$ cat src/rtl/fc_acc_ctrl.sv
// Sequencer for one fully-connected layer pass: bias load, operand reads, pipeline drain, done.
// Define FC_ACC_CTRL_CYCLE_COUNT_EN to add a saturating 16-bit busy-cycle counter output.
module fc_acc_ctrl #(
  parameter int unsigned N_INPUTS   = 84,
  parameter int unsigned ADDR_WIDTH = 7,
  parameter int unsigned PIPE_LAT   = 2
) (
  input  logic                  clk,
  input  logic                  reset,
  input  logic                  start,
  input  logic                  src_valid,
  output logic                  rd_en,
  output logic [ADDR_WIDTH-1:0] rd_addr,
  output logic                  bias_sel,
  output logic                  enable_write,
  output logic                  busy,
  output logic                  done
`ifdef FC_ACC_CTRL_CYCLE_COUNT_EN
  ,
  output logic [15:0]           cycle_count
`endif
);

  typedef enum logic [2:0] {StIdle, StBias, StIssue, StDrain, StDone} state_e;

  localparam logic [ADDR_WIDTH-1:0] LastIdx = ADDR_WIDTH'(N_INPUTS - 1);

  state_e                state_q, state_d;
  logic [ADDR_WIDTH-1:0] idx_q, idx_d;
  logic [PIPE_LAT-1:0]   vld_q, vld_d, vld_shift;

  // Valid bits of reads in flight; the MSB lines up with the product at the accumulator.
  assign vld_shift    = vld_q << 1;
  assign vld_d        = vld_shift | PIPE_LAT'(rd_en);
  assign enable_write = vld_q[PIPE_LAT-1];

  always_comb begin
    state_d  = state_q;
    idx_d    = idx_q;
    rd_en    = 1'b0;
    rd_addr  = '0;
    bias_sel = 1'b0;
    done     = 1'b0;
    busy     = (state_q != StIdle);
    unique case (state_q)
      StIdle: begin
        if (start) state_d = StBias;
      end
      StBias: begin
        bias_sel = 1'b1;
        idx_d    = '0;
        state_d  = StIssue;
      end
      StIssue: begin
        rd_en   = src_valid;
        rd_addr = idx_q;
        if (src_valid) begin
          // Index parks on the last address rather than wrapping.
          if (idx_q == LastIdx) state_d = StDrain;
          else                  idx_d   = idx_q + 1'b1;
        end
      end
      StDrain: begin
        // Leave once the final valid bit shifts out of the pipe.
        if (vld_shift == '0) state_d = StDone;
      end
      StDone: begin
        done    = 1'b1;
        state_d = StIdle;
      end
      default: state_d = StIdle;
    endcase
  end

  always_ff @(posedge clk) begin
    if (reset) begin
      state_q <= StIdle;
      idx_q   <= '0;
      vld_q   <= '0;
    end else begin
      state_q <= state_d;
      idx_q   <= idx_d;
      vld_q   <= vld_d;
    end
  end

`ifdef FC_ACC_CTRL_CYCLE_COUNT_EN
  logic [15:0] cnt_q, cnt_d;

  always_comb begin
    cnt_d = cnt_q;
    if (state_q == StIdle && start)    cnt_d = '0;
    else if (busy && cnt_q != 16'hFFFF) cnt_d = cnt_q + 16'd1;
  end

  always_ff @(posedge clk) begin
    if (reset) cnt_q <= '0;
    else       cnt_q <= cnt_d;
  end

  assign cycle_count = cnt_q;
`endif

endmodule

$ cat config.mk
export PLATFORM = sky130hd
export DESIGN_NAME = fc_acc_ctrl
export DESIGN_NICKNAME = d
export VERILOG_FILES = /design/src/rtl/fc_acc_ctrl.sv
export SDC_FILE = /design/constraint.sdc
export NUM_CORES = 1
export LEC_CHECK = 0
export ABC_CLOCK_PERIOD_IN_PS = 3700
export BUFFER_PORTS_ARGS = -buffer_cell sky130_fd_sc_hd__buf_2
export CAP_MARGIN = 20
export CORE_AREA = 2 2 53 55
export CTS_CLUSTER_DIAMETER = 50
export DETAILED_ROUTE_END_ITERATION = 16
export DIE_AREA = 0 0 55 57
export PLACE_DENSITY_LB_ADDON = 0.12
export SLEW_MARGIN = 20
export SYNTH_ARGS = -nofsm -noshare
export SYNTH_HDL_FRONTEND = slang
export SYNTH_SLANG_ARGS = --single-unit
$ cat constraint.sdc
create_clock -name clk -period 3.7 [get_ports clk]
set_clock_uncertainty 0.15 [all_clocks]
set_input_delay 0.74 -clock clk [delete_from_list [all_inputs] [get_ports clk]]
set_output_delay 0.74 -clock clk [all_outputs]
set_load 0.01 [all_outputs]
==> impl_metrics.yaml <==
run_status:
  status: "complete, no violations"
floorplanning:
  fp.dieW_um: 55
  initial_core_util_pct: 23.7
  die_y_um: 57
  core_sq_mm: 0.00262
  ioPinCount: 16
  rows: 19
  die-area_sq_mm: 0.00314
sta:
  setup-violations-final: 0
  worst_pin_slew_ps: 782
  rsz0062_at_grt: "false"
  relSlewSlack_pct: 47.8
  fin_crit_sh_pct: 72.5
  max_freq_ghz: 0.373
  finalHoldViolCount: 0
  slew_violations: 0
  min_period_ps: 2680
  setup-tns-final_ps: 0
power_and_ir_drop:
  cellPowerDensity_mw_per_mm2: 341
  power_leakage_nw: 0.319
  max-vdd-ir-drop_mv: 0.156
critical_path:
  crit_family: "simple AND/OR/NAND/NOR gates"
  path_buf_inv: 1
  crit_path_top_delay_cell: "nor3b_1"
  rrSetupSlack_ps: 1750
  arrival_ps: 1790
  cp_max_fo: 10
  worstPathRequired_ps: 2810
  critPathCaptureType: "primary output"
  crit_chain: "nor3b_1 -> and2_2 -> buf_2"
  critPathKind: "reg -> out"
  startpoint_type: "flop"
  critPathMaxStageDelay_ps: 690
synthesis:
  seq_area_frac_synth_pct: 38.8
  synth_cell_types: 30
  syn_avg_cell_area_sq_um: 8.98
  ys_seq_elements: 12
  synthAdderAreaFrac_pct: 2.02
  syn_inst: 69
  ys.warnings.count: 0
  synthMuxAreaShare_pct: 1.82
  yosys.area_share.simple_pct: 37.4
  synth_nets: 74
  synthXorXnorAreaFrac_pct: 2.83
  synth_top_family_by_area: "simple AND/OR/NAND/NOR gates"
  syn_area_sq_um: 619
  synth_compound_area_share_pct: 14.3
clocking:
  clockBufferDepth: 2
  post_cts_buffers: 0
  clk_pin_slew_ps: 70
  cts_htree_levels: 1
  cts-root-buf: "clkbuf_4"
  cts-resized-gates: 0
  cts_tree: "yes"
  cts_hold_buf: 0
  clkSinkCount: 12
  clk_latency_ps: 270
  numCtsBuffers: 3
global_route:
  grt_max_degree: 11
  grt_overflow: 0
  track_usage_pct: 10.9
  grt_pass1_vias: 553
  antenna_found_initial: 0
  grt_pass1_wl_um: 2480
layout:
  final-seq-area_sq_um: 240
  drive_above_1_share_pct: 28.6
  multi_input_area_sq_um: 362
  areaGrowthSynthToFinish_pct: 19.8
  nFillCells: 291
  fin_area_sq_um: 742
  utilization_pct: 28.4
  num_antenna_cells: 0
  layout.nets: 91
hold_path:
  hold_path.class: "reg -> reg"
placement:
  gp_congestion: 0.716
  io_buffers: 15
  place_area_sq_um: 719
  dp_hpwl_um: 1040
routing:
  drc: 0
  wl_per_cell_um: 12.3
  drt-total-wl_um: 1410
  first_iter_violations: 15
  ant_nets: 0
  viasPerCell: 4.82
  vias: 554
  firstDrtPassIters: 4
job:
  drv_cap: 0
sequential cells by signal, indices dropped and copies added, names as in the netlist:
| name | count |
|---|---|
| idx_q | 7 |
| state_q | 3 |
| vld_q | 2 |
synthesized netlist by cell type:
library cell / n / area share [%]
nand2b_1: 2 / 2.0
mux2_2: 1 / 1.8
nor3b_1: 2 / 2.4
xnor2_1: 2 / 2.8
inv_1: 1 / 0.61
o2bb2ai_1: 1 / 1.4
o21a_1: 1 / 1.2
a21oi_1: 3 / 2.4
nor4b_1: 1 / 1.4
nor2b_1: 2 / 2.0
a31oi_1: 2 / 2.0
and2_1: 8 / 8.1
a2111oi_0: 1 / 1.4
or4b_4: 1 / 2.2
and3_2: 2 / 2.4
nor3_1: 3 / 2.4
nand3b_1: 1 / 1.2
dfxtp_1: 12 / 39
nor2_1: 2 / 1.2
nand3_1: 2 / 1.6
o211a_1: 1 / 1.6
nand2_1: 5 / 3.0
or3_1: 2 / 2.0
and4bb_2: 1 / 2.0
buf_2: 2 / 1.6
clkbuf_1: 1 / 0.61
a22o_1: 3 / 4.2
and2_2: 1 / 1.2
ha_1: 1 / 2.0
nor4_1: 2 / 2.0
per-stage QoR:
stage,total power [mW],std cells,hold slack (ps),setup WS [ps]
2_1_floorplan,0.165,69,284,1720
3_3_place_gp,0.176,112,322,1270
3_5_place_dp,0.176,112,322,1250
4_1_cts,0.256,115,330,945
5_1_grt,0.270,115,369,798
6_report,0.253,115,337,1020
path summary, 6_finish.rpt:
path              start         end  depth (start not counted)
max          state_q[1]  rd_addr[4]                          3
min            vld_q[0]  state_q[2]                          1
max reg2reg    idx_q[2]    idx_q[0]                          4
min reg2reg    vld_q[0]  state_q[2]                          1
per-layer routing:
layer | up-vias | track usage [%] | share of wire [%]
met1 | 258 | 13.7 | 49
met5 | - | 0 | 0
met2 | 9 | 16.7 | 46
met3 | 2 | 3.14 | 4.1
li1 | 285 | - | -
met4 | 0 | 5.23 | 1.1
report_power, final:
part / total [mW] / switching (mW) / internal [mW]
sequential: 0.140 / 0.00679 / 0.133
combinational: 0.0327 / 0.0182 / 0.0146
clock: 0.0800 / 0.0423 / 0.0376
cell type report:
cell class	count	area share, %
timing repair buffer	15	10.1
multi-input combinational	53	48.7
tap	31	5.23
sequential	12	32.4
clock buffer	3	3.04
inverter	1	0.506
cells in the final DEF, fill, tap and decap left out, types with 2 or more instances in the layout:
cell type / count
nand2_1: 5
and2_1: 8
nor3_1: 3
dfxtp_1: 12
nor2_1: 2
xnor2_1: 2
nor2b_1: 2
and3_2: 2
buf_2: 15
clkbuf_4: 3
a21oi_1: 3
nor4_1: 2
or3_1: 2
a22o_1: 3
nand3_1: 2
nor3b_1: 2
nand2b_1: 2
a31oi_1: 2
cells by family (layout without fill, tap and decap cells):
family / Yosys count / after routing
AOI/OAI and AO/OA: 12 / 12
xor gates and xnor gates: 2 / 2
adders and majority gates: 1 / 1
buffers and inverters: 4 / 19
DFF: 12 / 12
muxes: 1 / 1
and+or+nand+nor: 37 / 37
Note: power is estimated with default switching activity, not from simulation.
